<file path="src/rtl/hazard_scoreboard_unit.sv">
// Hazard unit for the 5-stage RISC-V pipeline with a multi-cycle MDU scoreboard.
// Optional perf counters are built only when HAZ_PERF_CNT_EN is defined.
module hazard_scoreboard_unit #(
  parameter int REG_AW  = 5,
  parameter int MDU_LAT = 4,
  parameter int CNT_W   = 32
) (
  input  logic              clk,
  input  logic              reset_n,
  input  logic [REG_AW-1:0] rs_1_d,
  input  logic [REG_AW-1:0] rs_2_d,
  input  logic [REG_AW-1:0] rd_d,
  input  logic              reg_write_d,
  input  logic              mdu_op_d,
  input  logic [REG_AW-1:0] rs_1_exe,
  input  logic [REG_AW-1:0] rs_2_exe,
  input  logic [REG_AW-1:0] rd_exe,
  input  logic              result_src_exe,
  input  logic              pc_src_exe,
  input  logic              mdu_issue_exe,
  input  logic [REG_AW-1:0] rd_m,
  input  logic [REG_AW-1:0] rd_w,
  input  logic              reg_write_m,
  input  logic              reg_write_w,
  output logic              stall_f,
  output logic              stall_d,
  output logic              flush_d,
  output logic              flush_exe,
  output logic [1:0]        ForwardAE,
  output logic [1:0]        ForwardBE,
  output logic              mdu_busy,
  output logic              mdu_done,
  output logic [REG_AW-1:0] mdu_rd_done,
  output logic [CNT_W-1:0]  stall_cycles,
  output logic [CNT_W-1:0]  flush_cycles
);

  localparam int NREG = 1 << REG_AW;
  localparam logic [3:0] CNT_INIT = 4'(MDU_LAT - 1);

  logic [NREG-1:0]   pending_q, pending_d;
  logic              busy_q, busy_d;
  logic [3:0]        cnt_q, cnt_d;
  logic [REG_AW-1:0] mdu_rd_q, mdu_rd_d;

  logic lw_hz, iss_hz, sb_hz, st_hz, haz;

  // Forwarding: one identical selector per EX operand, M has priority over W.
  logic [REG_AW-1:0] rs_exe [2];
  logic [1:0]        fwd    [2];
  assign rs_exe[0] = rs_1_exe;
  assign rs_exe[1] = rs_2_exe;

  generate
    for (genvar gi = 0; gi < 2; gi++) begin : g_fwd
      always_comb begin
        fwd[gi] = 2'b00;
        if (rs_exe[gi] != '0) begin
          if (reg_write_m && (rd_m == rs_exe[gi]))
            fwd[gi] = 2'b10;
          else if (reg_write_w && (rd_w == rs_exe[gi]))
            fwd[gi] = 2'b01;
        end
      end
    end
  endgenerate

  assign ForwardAE = fwd[0];
  assign ForwardBE = fwd[1];

  // pending_q[0] is never set, so x0 operands never hit the scoreboard.
  always_comb begin
    lw_hz  = result_src_exe && (rd_exe != '0) &&
             ((rd_exe == rs_1_d) || (rd_exe == rs_2_d));
    iss_hz = mdu_issue_exe && (rd_exe != '0) &&
             ((rd_exe == rs_1_d) || (rd_exe == rs_2_d) ||
              (reg_write_d && (rd_exe == rd_d)));
    sb_hz  = pending_q[rs_1_d] || pending_q[rs_2_d] ||
             (reg_write_d && pending_q[rd_d]);
    st_hz  = mdu_op_d && (busy_q || mdu_issue_exe);
    haz    = lw_hz || iss_hz || sb_hz || st_hz;
  end

  // A taken branch makes the D instruction wrong-path, so flush beats stall.
  assign stall_f   = reset_n && haz && !pc_src_exe;
  assign stall_d   = stall_f;
  assign flush_d   = reset_n && pc_src_exe;
  assign flush_exe = reset_n && (pc_src_exe || haz);

  // Tracker: a new issue is accepted only when idle; flushes never touch it.
  always_comb begin
    pending_d = pending_q;
    busy_d    = busy_q;
    cnt_d     = cnt_q;
    mdu_rd_d  = mdu_rd_q;
    if (busy_q) begin
      if (cnt_q != 4'd0) begin
        cnt_d = cnt_q - 4'd1;
      end else begin
        busy_d              = 1'b0;
        pending_d[mdu_rd_q] = 1'b0;
      end
    end else if (mdu_issue_exe) begin
      busy_d   = 1'b1;
      cnt_d    = CNT_INIT;
      mdu_rd_d = rd_exe;
      if (rd_exe != '0)
        pending_d[rd_exe] = 1'b1;
    end
  end

  always_ff @(posedge clk or negedge reset_n) begin
    if (!reset_n) begin
      pending_q <= '0;
      busy_q    <= 1'b0;
      cnt_q     <= 4'd0;
      mdu_rd_q  <= '0;
    end else begin
      pending_q <= pending_d;
      busy_q    <= busy_d;
      cnt_q     <= cnt_d;
      mdu_rd_q  <= mdu_rd_d;
    end
  end

  assign mdu_busy    = busy_q;
  assign mdu_done    = busy_q && (cnt_q == 4'd0);
  assign mdu_rd_done = busy_q ? mdu_rd_q : '0;

`ifdef HAZ_PERF_CNT_EN
  logic [CNT_W-1:0] stall_cnt_q, stall_cnt_d;
  logic [CNT_W-1:0] flush_cnt_q, flush_cnt_d;

  // Saturating counters: hold at all-ones instead of wrapping.
  always_comb begin
    stall_cnt_d = stall_cnt_q;
    flush_cnt_d = flush_cnt_q;
    if (stall_d && (stall_cnt_q != '1))
      stall_cnt_d = stall_cnt_q + 1'b1;
    if (flush_d && (flush_cnt_q != '1))
      flush_cnt_d = flush_cnt_q + 1'b1;
  end

  always_ff @(posedge clk or negedge reset_n) begin
    if (!reset_n) begin
      stall_cnt_q <= '0;
      flush_cnt_q <= '0;
    end else begin
      stall_cnt_q <= stall_cnt_d;
      flush_cnt_q <= flush_cnt_d;
    end
  end

  assign stall_cycles = stall_cnt_q;
  assign flush_cycles = flush_cnt_q;
`else
  assign stall_cycles = '0;
  assign flush_cycles = '0;
`endif

endmodule

</file>
<file path="config.mk">
export PLATFORM = sky130hd
export DESIGN_NAME = hazard_scoreboard_unit
export DESIGN_NICKNAME = d
export VERILOG_FILES = /design/src/rtl/hazard_scoreboard_unit.sv
export SDC_FILE = /design/constraint.sdc
export NUM_CORES = 1
export LEC_CHECK = 0
export CORE_AREA = 2 2 98 100
export DETAILED_ROUTE_END_ITERATION = 10
export DIE_AREA = 0 0 100 102
export PLACE_DENSITY = 0.76
export SETUP_SLACK_MARGIN = 0.3
export SYNTH_ARGS = -nofsm -noshare
export SYNTH_HDL_FRONTEND = slang
export SYNTH_SLANG_ARGS = --single-unit
export TNS_END_PERCENT = 100
</file>
<file path="constraint.sdc">
create_clock -name clk -period 2.9 [get_ports clk]
set_clock_uncertainty 0.2 [all_clocks]
set_input_delay 0.58 -clock clk [delete_from_list [all_inputs] [get_ports clk]]
set_output_delay 0.58 -clock clk [all_outputs]
set_load 0.05 [all_outputs]
</file>
# [After elaboration in Yosys (flattened, before gate mapping)]
# Index checks and enable logic that the tools add are counted.
[totals] reg_bits=42 inputBits=49
[op_classes] n_eq_ne=9 reduce_logical=38 muxes=27 magnitude_cmp=7 bitwise=4 add_sub_neg=1
[op_table] op="2-to-1 mux 32 bit" n=4
[op_table] op="== test 5 bit" n=7
[op_table] op="bitwise AND 32 bit" n=1
[op_table] op="NOT 32 bit" n=1
[op_table] op="OR 32 bit" n=1
[op_table] op="less-than comparator 5 x 6 -> 1 bit (second input constant)" n=5
[op_table] op="logical AND 1 bit" n=18
[op_table] op="binary-select mux 1 bit (select 5 bit)" n=3
[op_table] op="nonzero test 5 bit" n=3
[op_table] op="2-to-1 mux 4 bit" n=3
[op_table] op="demux 1 bit (select 5 bit)" n=2
[op_table] op=">= comparator 5 x 1 -> 1 bit (second input constant)" n=2
[op_table] op="2-to-1 mux 1 bit" n=10
[op_table] op="logical OR 1 bit" n=9
[op_table] op="2-to-1 mux 2 bit" n=4
[op_table] op="2-to-1 mux 5 bit" n=1
[op_table] op="zero test 4 bit" n=1
[op_table] op="AND reduction 2 bit" n=2
[op_table] op="nonzero test 2 bit" n=2
[op_table] op="nonzero test 4 bit" n=1
[op_table] op="subtractor 4 x 1 -> 4 bit (second input constant)" n=1
[op_table] op="AND reduction 3 bit" n=1
[op_table] op="!= test 2 x 1 -> 1 bit (second input constant)" n=1
[op_table] op="!= test 2 bit (second input constant)" n=1
[op_table] op="other kinds (2)" n=2

# [Logic depth before layout (Yosys ltp)]
[logic_depth] depth_word=9 depth_mapped=9

# [Least setup slack after synthesis]
# Ideal clock, no wire load.
[synth_path] path_type="in2out" start="input port rs_2_d[1]" end="output port stall_f" n_path_buf=3 path_stages=8 t_arrival_ps=2965 slack_ps=-845 t_required_ps=2120 cell_sequence="buf_2 buf_6 mux2i_1 mux4_2 a211oi_1 nor4_2 a21oi_1 buf_4"
[synth_via] elab_chain_cells=9 word_cells_on_any_way=14 classes_between="eq/ne (1); mux (2); reduce/logical (11)"
[synth_lines] element="start: declaration" line="11" rtl="input logic [REG_AW-1:0] rs_2_d,"
[synth_lines] element="branches (longest 5 deep; another with binary-select mux 1 bit (select 5 bit))"
[synth_lines] element="logical OR 1 bit * (2 in a row)" line="81" rtl="haz = lw_hz || iss_hz || sb_hz || st_hz;"
[synth_lines] element="logical AND 1 bit * (2 in a row)" line="85" rtl="assign stall_f = reset_n && haz && !pc_src_exe;"
[synth_lines] element="end: declaration" line="25" rtl="output logic stall_f,"
# Mark *: on every way between the ends. The select of a mux whose other input is x is not followed.

# [Worst setup path after layout]
[layout_path] start="input port rd_d[1]" end="output port stall_d"
[layout_via] elab_chain_cells=9 word_cells_on_any_way=13 classes_between="eq/ne (1); mux (2); reduce/logical (10)"
[layout_lines] element="start: declaration" line="12" rtl="input logic [REG_AW-1:0] rd_d,"
[layout_lines] element="branches (longest 5 deep; another with binary-select mux 1 bit (select 5 bit))"
[layout_lines] element="logical OR 1 bit * (2 in a row)" line="81"
[layout_lines] element="logical AND 1 bit * (2 in a row)" line="85"
[layout_lines] element="end: declaration" line="26" rtl="output logic stall_d,"
# Marked as above.

==> flow_summary.json <==
{
  "clk-insertion-delay-late_ps": 300,
  "clk_pin_slew_ps": 80,
  "drt.antenna.violating_nets": 0,
  "leakage_nw": 2.26,
  "synth_cell_types": 52,
  "cts_sinks": 42,
  "netlist_instances": 421,
  "max_stage_delay_ps": 350,
  "antenna_found_initial": 0,
  "drtIter0Drc": 300,
  "syn_area_sq_mm": 0.00378,
  "die_x_um": 100,
  "hp-class": "input port to asynchronous set/reset pin",
  "ys_seq_elements": 42,
  "grt_pass1_wl_um": 18500,
  "crit_chain": "buf_2 -> bufbuf_16 -> mux4_2 -> mux2i_1 -> nand2_1 -> and4_4 -> nor4_4 -> a21oi_4 -> buf_6",
  "crit_type": "input port to primary output",
  "routed_wl_um": 11700,
  "crit_slowest_cell": "nor4_4",
  "violations": "negative setup slack",
  "cts_root_buffer": "clkbuf_8",
  "dp.cells": 629,
  "io_pins": 128,
  "multi_input_area_sq_mm": 0.00253,
  "internal_power_mw": 1.68,
  "grt_pass1_vias": 3524,
  "cts.path.max_buffers": 2,
  "die_area_sq_mm": 0.0102,
  "async_flop_share": 1.00,
  "cts_tree": "done",
  "setup_viol": 3,
  "finalCriticalPeriod_ps": 3110,
  "worstPathMaxFanout": 5,
  "status": "finished with violations",
  "switchingPower_mw": 1.41,
  "max_slew_margin": 0.644,
  "grt_max_degree": 43,
  "die_h_um": 102,
  "fin_crit_sh": 1.07,
  "ff_latch_area_sq_mm": 0.00105,
  "ctsHoldBuffers": 0,
  "synth-seq-area-share": 0.278,
  "start_util": 0.415,
  "hold_viol_final": 0,
  "dr.pass1.iters": 5,
  "synth_largest_area_cell": "dfrtp_1",
  "routed_via_density": 5.51,
  "setup_tns_ps": -638,
  "stdcell_area_sq_mm": 0.00501,
  "routed-via-count": 3544,
  "endpoint_kind": "primary output",
  "rsz0062_at_grt": "yes",
  "grt.overflow.total": 0,
  "cp_num_buf_inv": 3,
  "setup_ws_ps": -214,
  "seq_power_share": 0.324,
  "cp_data_arrival_time_ps": 2330,
  "synth_top_area_share": 0.278,
  "syn_area_per_cell_sq_um": 8.97,
  "critical-path-top-delay-family": "simple AND/OR/NAND/NOR gates",
  "r2r_start": "cnt_q[0]",
  "cts-htree-levels": 2,
  "fillCellCount": 818,
  "startpoint_type": "input port",
  "pwr-share-comb": 0.525,
  "drive_gt1_frac": 0.278,
  "core_area_sq_mm": 0.00911,
  "cts_buffers": 5,
  "cap_viol_max_count": 0,
  "nNetsFinal": 581,
  "drc": 0,
  "wl_per_cell_um": 18.2,
  "yosys_warnings": 0,
  "clockPowerShare": 0.151,
  "synth-edff-count": 0,
  "syn_to_final_growth_pct": 32.6,
  "dpl_cell_area_sq_mm": 0.00470,
  "io_buffers": 63,
  "fp-row-count": 35,
  "n_antenna_cell": 0,
  "p_total_mw": 3.08,
  "crit_start": "rd_d[1]",
  "ys.flop_type": "dfrtp_1",
  "switching_share": 0.456,
  "routabilityCongestion": 0.938,
  "peakVddDrop_mv": 0.607,
  "final_cells": 643,
  "cp_data_required_time_ps": 2120,
  "track_usage": 0.232,
  "clock.fmax_mhz": 321,
  "hpwlAfterDp_um": 8980,
  "power.density_mw_per_mm2": 616,
  "tightest_slew_ps": 534,
  "drv_slew": 0,
  "synth.area.top_cells": "dfrtp_1 (28%), buf_4 (13%), o21ai_0 (8.2%)"
}
==> final cells by class <==
cell class,count,area share
flip-flops and latches,42,0.210
well taps,111,0.0277
clock inverters,2,0.00750
inverters,6,0.00450
clock buffers,6,0.0145
repair buffers,124,0.230
multi-input cells,352,0.506
==> per-layer routing <==
metal	up-vias	GRT usage	wire [um]
met3	33	0.0513	966
met4	0	0.0885	334
li1	1601	-	-
met1	1720	0.313	4790
met2	190	0.370	5620
met5	-	0	0
==> synth_stat cells (2+ instances only) <==
cell type  number
nor3_1         12
a21boi_0        2
buf_4          65
mux2i_1        25
nor3b_1         3
buf_2          10
o22a_1          2
a31oi_1         3
nand3_1        16
nand2_1        19
and2_1          8
o31ai_1         2
o21ai_0        62
xor2_1         24
nor2_1         11
mux4_2         11
buf_6           2
dfrtp_1        42
nand4b_1        2
nor2b_1         8
a21oi_1         7
nor4_1          5
a211oi_1        2
nand3b_1        4
nand2b_1       12
or3b_2          2
mux2_2         11
clkbuf_1        6
a21o_1          2
and3_1          2
xnor2_1         9
a22oi_1         5
inv_1           6
==> final timing paths <==
| check | end | slack (ps) | depth (start not counted) |
|---|---|---|---|
| setup reg to reg | pending_q[17] | 540 | 8 |
| min in group clk | cnt_q[0] | 340 | 1 |
| setup / recovery | stall_d | -210 | 9 |
| hold reg to reg | cnt_q[0] | 340 | 1 |
| max in group asynchronous | mdu_rd_q[0] | 1930 | 2 |
| hold / removal | pending_q[10] | 210 | 2 |
==> placed cells by master (no fill, tap or decap), drive strengths merged, types with 11 or more instances in the layout <==
cell type	synthesis	routed
nor3	12	12
nor2	11	11
dfrtp	42	42
nand2	19	19
conb	1	64
nand2b	12	12
buf	78	82
o21ai	63	63
mux4	12	12
mux2	11	11
nand3	16	16
xor2	24	24
clkdlybuf4s50	0	17
dlygate4sd2	0	17
mux2i	25	25
==> worst reg2reg max path, stage by stage (launching register included) <==
cell and delay [ps]:
dfrtp_1 390, inv_1 80, ha_1 200, nor3b_2 250
and2_1 280, or2_2 260, nand2b_1 210, o21ai_0 240
o21ai_0 140
==> power groups by stage <==
stage	logic (mW)	registers (mW)	clock network (mW)
2_1_floorplan	1.14	0.918	0
3_3_place_gp	1.52	0.987	0
3_5_place_dp	1.57	0.999	0
4_1_cts	1.60	0.990	0.468
5_1_grt	1.74	1.03	0.496
6_report	1.62	1.00	0.465
==> per-stage QoR <==
stage | setup slack (ps) | hold slack [ps] | utilization
6_report | -214 | 206 | 0.550
5_1_grt | -316 | 258 | 0.550
4_1_cts | -242 | 230 | 0.547
3_5_place_dp | -706 | 327 | 0.516
3_3_place_gp | -674 | 316 | 0.516
2_1_floorplan | -206 | 84.4 | -
==> kinds of logic (layout without fill, tap and decap cells) <==
family | Yosys count | count (layout) | synth area share
simple gates | 110 | 110 | 0.162
buf+inv | 90 | 138 | 0.161
mux | 48 | 48 | 0.172
other cells | 1 | 64 | 0.000993
fa+ha+maj | 1 | 1 | 0.00331
flops | 42 | 42 | 0.278
xor+xnor | 33 | 33 | 0.0765
compound gates | 96 | 96 | 0.146
==> registers in the layout, summed over array words and instances, names as in the netlist <==
name,cells
mdu_rd_q,5
pending_q,32
mdu_busy,1
cnt_q,4
==> repair_timing <==
action,in CTS,in global routing
cloned,3,0
endpoints found under the setup margin,27,18
buffers inserted,3,0
gates resized for setup,100,20
pin swaps,20,17
No activity file was read; power rests on OpenSTA's default activity.
==> variant, RTL diff (same flow settings) <==
Set the parameter `CNT_W` to 48 (it was 32).
--- a/src/rtl/hazard_scoreboard_unit.sv
+++ b/src/rtl/hazard_scoreboard_unit.sv
@@ -3,7 +3,7 @@
 module hazard_scoreboard_unit #(
   parameter int REG_AW  = 5,
   parameter int MDU_LAT = 4,
-  parameter int CNT_W   = 32
+  parameter int CNT_W   = 48
 ) (
   input  logic              clk,
   input  logic              reset_n,
Interface: changed (resized flush_cycles and stall_cycles); port bits go from 128 to 160. The function was not compared with the original's and may differ.
==> variant against the unedited design <==
- the run still ends with negative setup slack left
- via count up 0.56%
- first-iteration DRC count decreased by 1.0%
- sequential share of layout area is 0.42 points lower
- worst setup slack got worse by 47 ps
- wire length shrank 4.8%
- critical path type unchanged
- combinational power rose by 3%
- sequential cell count unchanged
- cell count increased by 4.7%
- final area is 2.0% higher
- area after synthesis up 6.4%
- power rose by 4.6%
- largest cell class unchanged
- die area unchanged
- worst hold slack improved by 49 ps
==> variant: results <==
<?xml version="1.0" encoding="UTF-8"?>
<metrics>
  <group name="detailed_routing">
    <metric name="via_count" unit="">3564</metric>
    <metric name="detailedRoute.firstPassIterationCount" unit="">5</metric>
    <metric name="drt_iter0_markers" unit="">297</metric>
    <metric name="avgRoutedWirePerCell" unit="µm">16.5</metric>
  </group>
  <group name="run_status">
    <metric name="violations" unit="">negative setup slack</metric>
    <metric name="status" unit="">finished, violations left</metric>
  </group>
  <group name="placement">
    <metric name="place_congestion" unit="">0.898</metric>
    <metric name="hpwlAfterDp" unit="µm">8900</metric>
    <metric name="numPlacedInstances" unit="">659</metric>
  </group>
  <group name="worst_setup_path">
    <metric name="crit_path_start" unit="">rs_1_d[1]</metric>
    <metric name="critPathMaxFanout" unit="">9</metric>
    <metric name="worst_path_largest_cell_delay" unit="ps">390</metric>
    <metric name="timing.reg2reg.setup_slack" unit="ps">510</metric>
    <metric name="critical_path_s_top_delay_family" unit="">buffers and inverters</metric>
    <metric name="slowest_stage" unit="">nor4_4</metric>
    <metric name="signal_arrival_time_at_the_worst_endpoint" unit="ps">2380</metric>
  </group>
  <group name="grt">
    <metric name="grt_use_total" unit="%">21.4</metric>
    <metric name="first_global_vias" unit="">3224</metric>
    <metric name="global_route_wire_length_before_repair" unit="µm">16900</metric>
    <metric name="antenna_violations_before_repair" unit="">0</metric>
  </group>
  <group name="yosys">
    <metric name="synthTopCellsByArea" unit="">dfrtp_1 (26%), buf_4 (18%), o21ai_0 (7.7%), mux2i_1 (6.2%), mux4_2 (6.2%)</metric>
    <metric name="synth.avg_cell_area" unit="µm²">8.87</metric>
    <metric name="synth-seq-area-share" unit="%">26.2</metric>
    <metric name="ys_types" unit="">52</metric>
    <metric name="ys_top_cells_by_count" unit="">buf_4 (97), o21ai_0 (62), dfrtp_1 (42)</metric>
    <metric name="synth-main-ff-cell" unit="">dfrtp_1</metric>
  </group>
  <group name="timing">
    <metric name="setup_viol" unit="">3</metric>
    <metric name="hold_slack" unit="ps">255</metric>
    <metric name="setup_ws" unit="ps">-261</metric>
    <metric name="worst_slew_margin_rel" unit="%">65.0</metric>
  </group>
  <group name="power_and_ir_drop">
    <metric name="vdd_drop_max" unit="µV">680</metric>
    <metric name="static-leakage-power" unit="µW">0.00236</metric>
  </group>
  <group name="final_layout">
    <metric name="filler_cell_count" unit="">788</metric>
    <metric name="finish.cell_count_without_fillers" unit="">673</metric>
    <metric name="finish.net_count" unit="">611</metric>
    <metric name="layout_cells_sized_above_1" unit="%">24.9</metric>
  </group>
  <group name="clock_tree">
    <metric name="cts.clk_slew.worst_paths" unit="ps">80</metric>
  </group>
</metrics>
[variant: cell types whose count changed after synthesis]
cell   change
buf_4     +32
[variant: final timing paths]
kind | end | cells past startpoint
max reg2reg | pending_q[6]$_DFFE_PN0P_ | 8
max in group asynchronous | cnt_q[3]$_DFFE_PN0P_ | 2
max | stall_f | 9
min reg2reg | cnt_q[0]$_DFFE_PN0P_ | 1
min in group clk | cnt_q[0]$_DFFE_PN0P_ | 1
min | pending_q[15]$_DFFE_PN0P_ | 2
[variant: metrics by stage]
stage / cell area, µm² / util (%) / TNS, ps / worst slack (ps)
after floorplan: 4450 / - / -338 / -206
after global placement: 4800 / 52.7 / -2300 / -674
after detailed placement: 4800 / 52.7 / -2400 / -730
after CTS: 5070 / 55.7 / -772 / -261
after global routing: 5110 / 56.1 / -930 / -312
final: 5110 / 56.1 / -770 / -261
[variant: where the power goes]
group          internal (µW)  switching (µW)  leakage, µW
sequential               763             235     0.000536
clock                    345             213    0.0000683
combinational            640            1030      0.00176
[variant: cell type report]
type	instances	area (µm²)	area share, %
sequential	42	1050	20.6
clock buffer	5	68.8	1.35
inverter	6	22.5	0.441
timing repair buffer	122	1130	22.1
tap	111	139	2.72
multi-input combinational	384	2630	51.4
clock inverter	3	68.8	1.35
[variant: cells by family after synthesis]
logic type	synth area share, %
AOI/OAI and AO/OA	13.7
xor gates and xnor gates	7.20
adders and majority gates	0.311
buffers and inverters	21.2
DFF	26.2
muxes	16.1
other	0.0934
and+or+nand+nor	15.2
[variant: what timing repair did]
item / in CTS / in global routing
setup buffers: 4 / 1
endpoints found under the hold margin: 0 / 0
cloned: 1 / 0
pin swaps: 19 / 9
setup endpoints to repair: 18 / 34
gates resized for setup: 81 / 22
hold buffers: 0 / 0
[variant: metal layers]
layer / part of all wire, % / vias up / GRT usage [%] / routed length [µm]
li1: - / 1633 / - / -
met1: 42 / 1723 / 29.2 / 4700
met2: 48 / 197 / 35.4 / 5370
met3: 8.5 / 11 / 4.51 / 951
met4: 1.1 / 0 / 4.21 / 124
met5: 0 / - / 0 / 0
